$ cat src/rtl/if_id_buffer.sv
// Fetch-to-decode FIFO of {PC, instruction} pairs with full-driven stall and redirect flush.
// Optional same-cycle pass-through when empty is enabled by defining IF_ID_BYPASS_EN.
module if_id_buffer #(
    parameter int W     = 32,
    parameter int DEPTH = 2
) (
    input  logic                     CLK,
    input  logic                     RST,
    input  logic                     FLUSH,
    input  logic                     IN_VALID,
    input  logic [W-1:0]             IN_PC,
    input  logic [W-1:0]             IN_INSTR,
    output logic                     STALL,
    output logic                     OUT_VALID,
    output logic [W-1:0]             OUT_PC,
    output logic [W-1:0]             OUT_INSTR,
    input  logic                     OUT_READY,
    output logic [$clog2(DEPTH):0]   COUNT
);

    localparam int AW = $clog2(DEPTH);
    localparam int CW = AW + 1;

    logic [W-1:0]  mem_pc    [DEPTH];
    logic [W-1:0]  mem_instr [DEPTH];
    logic [AW-1:0] wr_ptr_reg;
    logic [AW-1:0] rd_ptr_reg;
    logic [CW-1:0] count_reg;

    logic full;
    logic empty;
    logic wr_en;
    logic rd_en;

    assign full  = (count_reg == CW'(DEPTH));
    assign empty = (count_reg == '0);
    assign STALL = full;
    assign COUNT = count_reg;

    // rd_en only ever retires a stored entry; a bypassed pair never touches the pointers.
    assign rd_en = OUT_READY & ~empty & ~FLUSH;

`ifdef IF_ID_BYPASS_EN
    logic bypass;
    assign bypass    = empty & IN_VALID & ~FLUSH;
    assign wr_en     = IN_VALID & ~full & ~FLUSH & ~(bypass & OUT_READY);
    assign OUT_VALID = ~empty | bypass;
    assign OUT_PC    = bypass ? IN_PC    : (empty ? '0 : mem_pc[rd_ptr_reg]);
    assign OUT_INSTR = bypass ? IN_INSTR : (empty ? '0 : mem_instr[rd_ptr_reg]);
`else
    assign wr_en     = IN_VALID & ~full & ~FLUSH;
    assign OUT_VALID = ~empty;
    assign OUT_PC    = empty ? '0 : mem_pc[rd_ptr_reg];
    assign OUT_INSTR = empty ? '0 : mem_instr[rd_ptr_reg];
`endif

    always_ff @(posedge CLK or posedge RST) begin
        if (RST) begin
            wr_ptr_reg <= '0;
            rd_ptr_reg <= '0;
            count_reg  <= '0;
        end else if (FLUSH) begin
            wr_ptr_reg <= '0;
            rd_ptr_reg <= '0;
            count_reg  <= '0;
        end else begin
            if (wr_en)
                wr_ptr_reg <= wr_ptr_reg + AW'(1);
            if (rd_en)
                rd_ptr_reg <= rd_ptr_reg + AW'(1);
            case ({wr_en, rd_en})
                2'b10:   count_reg <= count_reg + CW'(1);
                2'b01:   count_reg <= count_reg - CW'(1);
                default: count_reg <= count_reg;
            endcase
        end
    end

    // Entries live in flops so reset can clear every one of them.
    generate
        for (genvar gi = 0; gi < DEPTH; gi++) begin : g_entry
            always_ff @(posedge CLK or posedge RST) begin
                if (RST) begin
                    mem_pc[gi]    <= '0;
                    mem_instr[gi] <= '0;
                end else if (wr_en && (wr_ptr_reg == AW'(gi))) begin
                    mem_pc[gi]    <= IN_PC;
                    mem_instr[gi] <= IN_INSTR;
                end
            end
        end
    endgenerate

endmodule

$ cat config.mk
export PLATFORM = sky130hd
export DESIGN_NAME = if_id_buffer
export DESIGN_NICKNAME = d
export VERILOG_FILES = /design/src/rtl/if_id_buffer.sv
export SDC_FILE = /design/constraint.sdc
export NUM_CORES = 1
export LEC_CHECK = 0
export CORE_ASPECT_RATIO = 0.7
export CORE_UTILIZATION = 55
export CTS_BUF_LIST = sky130_fd_sc_hd__clkbuf_16
export DETAILED_ROUTE_END_ITERATION = 12
export GPL_TIMING_DRIVEN = 0
export PLACE_DENSITY = 0.86
export SETUP_SLACK_MARGIN = 0.5
export SYNTH_ARGS = -nofsm -noshare
export SYNTH_HDL_FRONTEND = slang
export SYNTH_SLANG_ARGS = --single-unit
$ cat constraint.sdc
create_clock -name CLK -period 8.9 [get_ports CLK]
set_input_delay 1.335 -clock CLK [delete_from_list [all_inputs] [get_ports CLK]]
set_output_delay 1.335 -clock CLK [all_outputs]
set_load 0.1 [all_outputs]
# [Word level (Yosys, flattened, before mapping)]
# Cells that the tools add are included.
[word_totals] regBits=132 inputBits=69 output_inout_bits=68 elab_cells=44
[op_classes] add_sub_neg=4 magnitude_cmp=1 eq_ne=3 muxes=14 bitwise_logic=9 n_reduce_logical=6
[ops] cell="$mux W32" count=8
[ops] cell="$and A1 B1 Y1" count=4
[ops] cell="$eq A2 B2 Y1 const B" count=2
[ops] cell="$mux W1" count=4
[ops] cell="$not A1 Y1" count=4
[ops] cell="$pmux W2 S2" count=1
[ops] cell="$reduce_bool A2 Y1" count=2
[ops] cell="$reduce_bool A3 Y1" count=1
[ops] cell="$add A1 B1 Y1 const B" count=2
[ops] cell="$add A2 B1 Y2 const B" count=1
[ops] cell="$eq A2 B1 Y1 const B" count=1
[ops] cell="$ge A2 B2 Y1 const B" count=1
[ops] cell="$logic_and A1 B1 Y1" count=2
[ops] cell="$logic_not A2 Y1" count=1
[ops] cell="$mux W2" count=1
[ops] cell="$not A1 Y2" count=1
[ops] cell="$sub A2 B1 Y2 const B" count=1

# [Logic depth before layout (Yosys ltp)]
# Gate-level depths: netlist of the first run.
[logic_depth] ltp_word=7 mapped_depth=5 depth_no_buf=4

# [Worst setup path after synthesis of the first run]
# Ideal clock, no wire load.
[synth_timing] path_kind="register -> output" start="register count_reg[1], in the netlist COUNT[1]" end="output port OUT_PC[10]" arrival_ns=2.833 required_time_ns=7.565 setup_slack_ns=4.732 path_stages_with_launch=5 cell_sequence="dfrtp_1 -> nor2_1 -> clkbuf_1 -> buf_1 -> nor2_1"
[synth_via] elab_chain_len=2
[synth_rtl] element="from (decl)" line_no="28" rtl="logic [CW-1:0] count_reg;"
[synth_rtl] element="from (signal assigned)" line_no="72" rtl="2'b10: count_reg <= count_reg + CW'(1);"
[synth_rtl] element="from (signal assigned)" line_no="73" rtl="2'b01: count_reg <= count_reg - CW'(1);"
[synth_rtl] element="from (signal assigned)" line_no="74" rtl="default: count_reg <= count_reg;"
[synth_rtl] element="$logic_not A2 Y1" line_no="36" rtl="assign empty = (count_reg == '0);"
[synth_rtl] element="$mux W32" line_no="53" rtl="assign OUT_PC = empty ? '0 : mem_pc[rd_ptr_reg];"
[synth_rtl] element="to (decl)" line_no="15" rtl="output logic [W-1:0] OUT_PC,"
# No other way between the ends.

# [Worst setup path in the final report of the first run]
[layout_timing] start="register rd_ptr_reg" end="output port OUT_PC[17]"
[layout_via] elab_chain_len=5
[layout_rtl] element="from (decl)" line_no="27" rtl="logic [AW-1:0] rd_ptr_reg;"
[layout_rtl] element="from (signal assigned)" line_no="70" rtl="rd_ptr_reg <= rd_ptr_reg + AW'(1);"
[layout_rtl] element="$not A1 Y2 (not written as such)" line_no="53"
[layout_rtl] element="$mux W32 (not written as such) (3 in series)" line_no="53"
[layout_rtl] element="$mux W32" line_no="53"
# No other way between the ends. The select of a mux whose other input is x is not followed.

==> reports/metrics.yaml, run 1 <==
timing:
  tns_ns: 0
  skew_ns: 0.00557
  worst_pin_slew_ns: 1.00
  report.final.hold_viol_count: 0
  worst_slack_ns: 4.38
  finalCriticalPeriod_ns: 4.52
  grt_setup_unrepaired: "false"
  slew_violations: 0
  slew_headroom_pct: 32.9
  whs_ns: 0.505
  fmax_mhz: 221
  min_period_over_period_pct: 50.8
  setup_viol: 0
setup_path:
  crit_type: "reg2out"
  start_kind: "register"
  worstPathMaxFanout: 10
  timing.rr.start: "COUNT[1]$_DFFE_PP0P_"
  r2r-end: "mem_pc[38]$_DFFE_PP0P_"
  critPathArrivalTime_ns: 3.19
  reg2reg_slack_ns: 6.62
  required_ns: 7.57
  r2r.worst_path.cells: 5
  endpoint_kind: "output port"
floorplanning:
  die_height_um: 90.6
  rows: 31
  num_io_pins: 137
  start_util_pct: 58.0
  core_area_um2: 10600
  die_w_um: 129
  die_area_um2: 11600
cts:
  ctsHoldBuffers: 0
  worst_skew_pair.late_latency_ns: 0.41
  cts_tree: "built"
  cts_buffers: 17
  clkSlewWorstSetupHoldPaths_ns: 0.05
  cts_num_sinks: 132
  cts_setup_buffers: 0
  cts_resized: 0
  clock_path_buffers: 2
  h-tree-depth: 4
  cts-root-buf: "clkbuf_16"
flow_run:
  cap_violations: 0
power:
  vdd_drop_max_mv: 0.174
  p_leak_nw: 3.56
  powerDensity_nw_per_um2: 274
synthesis:
  yosys_warnings: 0
  ys_types: 23
  netlist_instances: 438
  syn_nets: 507
  netlist_area_um2: 6160
  yosysSeqAreaShare_pct: 53.6
  ys_seq_elements: 132
  syn_area_per_cell_um2: 14.1
cells_and_area:
  nNetsFinal: 663
  drive_above_1_share_pct: 30.0
  antenna_cells: 0
  syn2layout_area_growth_pct: 35.6
  final_core_util_pct: 78.7
  fin_area_um2: 8360
placement:
  gp_congestion: 0.758
  dpl.hpwl_mm: 9.27
  place_area_um2: 7740
  portBuffers: 136
  pre_cts_slack_ns: 4.83
min_path:
  min-delay-start: "mem_instr[19]$_DFFE_PP0P_"
  hold_end: "mem_instr[19]$_DFFE_PP0P_"
  hold_class: "reg2reg"
  min_path_cells: 1
routing:
  ant_nets: 0
  dr_total_vias: 4031
  drcViolationCount: 0
  drt-total-wl_mm: 14.1
  viasPerCell: 5.34
  firstDrtPassIters: 4
  routedWlPerCell_um: 18.7
  drt_iter0_drc: 239
run_status:
  outcome: "finished, final reports clean"
grt:
  global_route.usage.total_pct: 26.2
  antenna_found_initial: 0
  grt-ovfl-total: 0
  grt_pass1_wl_mm: 23.0
  grt_pass1_vias: 4380
  grt_max_degree: 75
==> power by group <==
part | internal, W | switching [W]
Clock | 0.000465 | 0.000260
Sequential | 0.000748 | 0.0000841
Combinational | 0.000288 | 0.000444
Total | 0.00150 | 0.000789
==> worst max-delay path, stage by stage, from the launching register on <==
cell	delay (ns)
dfrtp_1	0.34
clkbuf_1	0.52
buf_2	0.43
mux2i_1	0.13
nor2_1	0.17
clkdlybuf4s50_1	1.16
==> stage by stage <==
step	power, W	cells
after CTS	0.00230	755
after detailed placement	0.00157	723
after global placement	0.00153	722
final	0.00229	755
after floorplan	0.00138	438
after global routing	0.00238	755
==> cells in the mapped netlist, drive strengths merged <==
cell / number / area share (%)
dfrtp: 132 / 54
o211ai: 1 / 0.12
inv: 4 / 0.24
or2b: 1 / 0.12
nor3b: 1 / 0.12
or2: 1 / 0.10
mux2: 128 / 27
mux2i: 65 / 11
or3: 1 / 0.12
nor2: 66 / 4.0
nand3b: 1 / 0.12
buf: 20 / 2.2
a21o: 1 / 0.12
clkbuf: 7 / 0.43
nand4b: 1 / 0.14
xor2: 1 / 0.14
a21oi: 4 / 0.32
o21ai: 2 / 0.16
nor4: 1 / 0.35
==> layout by cell type (no fill, tap or decap), types with 3 or more instances in the layout <==
cell / count
clkinvlp_4: 4
clkbuf_16: 17
nor2_1: 66
a21oi_1: 4
buf_6: 6
dfrtp_1: 132
mux2_2: 68
buf_2: 12
clkdlybuf4s50_1: 136
inv_1: 3
mux2_4: 60
mux2i_1: 65
bufinv_16: 4
clkbuf_1: 7
clkinv_2: 3
==> logic make-up (layout without fill, tap and decap cells) <==
group / after synthesis / in the layout / share of synthesized area, %
multiplexers: 193 / 193 / 37.6
flip-flops: 132 / 132 / 53.6
AND/OR/NAND/NOR: 73 / 73 / 5.09
buffers and inverters: 31 / 200 / 2.86
AO/OA/AOI/OAI: 8 / 8 / 0.731
XOR/XNOR: 1 / 1 / 0.142
==> layout make-up <==
class / instances / area (um2)
Timing Repair Buffer: 137 / 1390
Multi-Input combinational cell: 275 / 2690
Clock inverter: 15 / 190
Tap cell: 148 / 185
Clock buffer: 17 / 425
Sequential cell: 132 / 3300
Inverter: 4 / 20.0
Buffer: 27 / 161
Fill cell: 647 / 2270
==> worst max-delay path by stage <==
| stage | start | to | cells after the start |
|---|---|---|---|
| 3_3_place_gp | RST | mem_instr[24]$_DFFE_PP0P_ | 2 |
| 4_1_cts | rd_ptr_reg$_DFFE_PP0P_ | OUT_PC[12] | 5 |
| 2_1_floorplan | RST | COUNT[0]$_DFFE_PP0P_ | 1 |
| 6_report | rd_ptr_reg$_DFFE_PP0P_ | OUT_PC[17] | 5 |
| 5_1_grt | COUNT[1]$_DFFE_PP0P_ | OUT_PC[14] | 5 |
| 3_5_place_dp | rd_ptr_reg$_DFFE_PP0P_ | OUT_PC[17] | 5 |
==> per-layer routing <==
metal  vias up  global-route usage [%]  part of all wire (%)
met5         -                       0                     0
met4         0                    7.55                   1.5
met3        19                    7.82                   5.5
met2       109                    40.7                    46
met1      2055                    35.5                    47
li1       1848                       -                     -
Note: power is estimated with default switching activity, not from simulation.
==> run 2: changes to the inputs <==
- CORE_UTILIZATION: 55 -> 51
- PLACE_DENSITY: 0.86 -> 0.81
- clock period: 8.9 -> 4.7 ns (I/O delays scaled with it)
==> reports/metrics.yaml, run 2 (synthesis gave the netlist of run 1 again) <==
run_status:
  outcome: "finished, final reports clean"  # unchanged
setup_path:
  cp-startpoint: "rd_ptr_reg$_DFFE_PP0P_"  # unchanged
  r2r.worst_path.cells: 5  # unchanged
  slowest_delay_ns: 1.17  # was 1.16 ns
  cp_cell_sequence: "clkbuf_1 -> buf_2 -> mux2i_1 -> nor2_1 -> clkdlybuf4s50_1"  # unchanged
  crit_end: "OUT_PC[11]"  # was OUT_PC[17]
  path_buf_inv: 3  # unchanged
  required_ns: 3.99  # was 7.57 ns
  crit_slowest_cell: "clkdlybuf4s50_1"  # unchanged
  start_kind: "register"  # unchanged
  worstPathMaxFanout: 10  # unchanged
  critPathArrivalTime_ns: 3.19  # about the same
  critPathTopFamily: "buffers and inverters"  # unchanged
  cp_num_cells: 5  # unchanged
  reg2reg_slack_ns: 2.27  # was 6.62 ns
  crit_type: "reg2out"  # unchanged
  timing.rr.start: "COUNT[1]$_DFFE_PP0P_"  # unchanged
  r2r-end: "mem_instr[50]$_DFFE_PP0P_"  # was mem_pc[38]$_DFFE_PP0P_
  endpoint_kind: "output port"  # unchanged
placement:
  dpl.hpwl_mm: 9.27  # unchanged
  gp_congestion: 0.773  # was 0.758
  portBuffers: 136  # unchanged
  place_inst: 734  # was 723
cells_and_area:
  drive_above_1_share_pct: 30.2  # was 30.0%
  nNetsFinal: 665  # was 663
  layout.cells.most_common: "clkdlybuf4s50_1"  # unchanged
  antenna_cells: 0  # unchanged
  multi_input_area_um2: 2690  # unchanged
  syn2layout_area_growth_pct: 36.3  # was 35.6%
  fillCellCount: 793  # was 647
  final_cell_mix: "136 x clkdlybuf4s50_1, 132 x dfrtp_1, 68 x mux2_2"  # unchanged
  seq_area_um2: 3300  # unchanged
  stdcell_count: 766  # was 755
power:
  powerDensity_nw_per_um2: 514  # was 274 nW/um2
  power_frac_seq_pct: 36.3  # about the same
  p_sw_share_pct: 34.2  # was 34.4%
  p_int_w: 0.00284  # was 0.00150 W
  p_sw_w: 0.00148  # was 0.000789 W
  clkPwrFrac_pct: 31.7  # about the same
  vdd_drop_max_mv: 0.292  # was 0.174 mV
  total_power_w: 0.00432  # was 0.00229 W
  p_leak_nw: 3.56  # about the same
  combPwrFrac_pct: 32.1  # was 32.0%
floorplanning:
  rows: 33  # was 31
  core_area_um2: 11700  # was 10600 um2
  die_area_um2: 12500  # was 11600 um2
  die_height_um: 94.0  # was 90.6 um
  die_w_um: 133  # was 129 um
  num_io_pins: 137  # unchanged
  start_util_pct: 52.6  # was 58.0%
routing:
  drcViolationCount: 0  # unchanged
  dr_total_vias: 4010  # was 4031
  viasPerCell: 5.23  # was 5.34
  drt_iter0_drc: 222  # was 239
  firstDrtPassIters: 4  # unchanged
  ant_nets: 0  # unchanged
  routedWlPerCell_um: 18.2  # was 18.7 um
  drt-total-wl_mm: 14.0  # was 14.1 mm
timing:
  setup_viol: 0  # unchanged
  min_period_over_period_pct: 82.9
  slew_headroom_pct: 24.4  # was 32.9%
  finalCriticalPeriod_ns: 3.90
  skew_ns: 0.0108  # was 0.00557 ns
  fmax_mhz: 257
  worst_pin_slew_ns: 1.12  # was 1.00 ns
  grt_setup_unrepaired: "false"  # unchanged
  report.final.hold_viol_count: 0  # unchanged
  slew_violations: 0  # unchanged
  tns_ns: 0  # unchanged
grt:
  grt_max_degree: 45  # was 75
  antenna_found_initial: 0  # unchanged
  grt-ovfl-total: 0  # unchanged
  grt_pass1_vias: 4303  # was 4380
  global_route.usage.total_pct: 24.1  # was 26.2%
  grt_pass1_wl_mm: 22.7  # was 23.0 mm
min_path:
  hold_class: "reg2reg"  # unchanged
cts:
  cts_tree: "built"  # unchanged
  cts_setup_buffers: 0  # unchanged
  clkSlewWorstSetupHoldPaths_ns: 0.06  # was 0.05 ns
  cts_buffers: 17  # unchanged
  ctsHoldBuffers: 0  # unchanged
  cts-root-buf: "clkbuf_16"  # unchanged
  worst_skew_pair.late_latency_ns: 0.41  # about the same
  clock_path_buffers: 2  # unchanged
  cts_num_sinks: 132  # unchanged
  h-tree-depth: 4  # unchanged
  cts_resized: 0  # unchanged
flow_run:
  cap_violations: 0  # unchanged
run 2: final cells by class:
type                    count  area share [%]
plain buffers              27            1.92
clock buffers              17            5.06
clock inverters            15            2.25
inverters                   4           0.223
multi-input cells         275            32.0
flip-flops and latches    132            39.3
well taps                 157            2.34
repair buffers            139            16.9
run 2: per-layer routing:
metal,share of wire (%),GRT usage [%],vias up
met1,48,33.8,2031
li1,-,-,1844
met3,5.7,6.96,15
met4,1.1,7.67,0
met5,0,0,-
met2,46,36.0,120
run 2: worst min-delay path by stage:
stage | start | end | slack, ns | cells past startpoint
after floorplan | mem_instr[10]$_DFFE_PP0P_ | mem_instr[10]$_DFFE_PP0P_ | 0.48 | 1
after CTS | mem_instr[29]$_DFFE_PP0P_ | mem_instr[29]$_DFFE_PP0P_ | 0.51 | 1
final | mem_pc[30]$_DFFE_PP0P_ | mem_pc[30]$_DFFE_PP0P_ | 0.50 | 1
after global placement | mem_pc[27]$_DFFE_PP0P_ | mem_pc[27]$_DFFE_PP0P_ | 0.49 | 1
after global routing | mem_instr[27]$_DFFE_PP0P_ | mem_instr[27]$_DFFE_PP0P_ | 0.51 | 1
after detailed placement | mem_instr[63]$_DFFE_PP0P_ | mem_instr[63]$_DFFE_PP0P_ | 0.49 | 1
run 2: per-stage QoR:
step | hold slack, ns | utilization (%) | area (um2) | worst slack (ns)
5_1_grt | 0.513 | 71.6 | 8400 | 0.645
2_1_floorplan | 0.479 | - | 6170 | 1.16
6_report | 0.502 | 71.6 | 8400 | 0.803
4_1_cts | 0.506 | 71.6 | 8400 | 0.768
3_3_place_gp | 0.486 | 65.9 | 7730 | 1.25
3_5_place_dp | 0.492 | 66.4 | 7790 | 1.24
run 2: power by group through the flow:
stage                     registers [W]  clock network (W)  logic (W)
after global routing            0.00160            0.00145    0.00145
after global placement          0.00156                  0    0.00135
final                           0.00157            0.00137    0.00138
after floorplan                 0.00154                  0    0.00107
after CTS                       0.00157            0.00139    0.00139
after detailed placement        0.00158                  0    0.00138
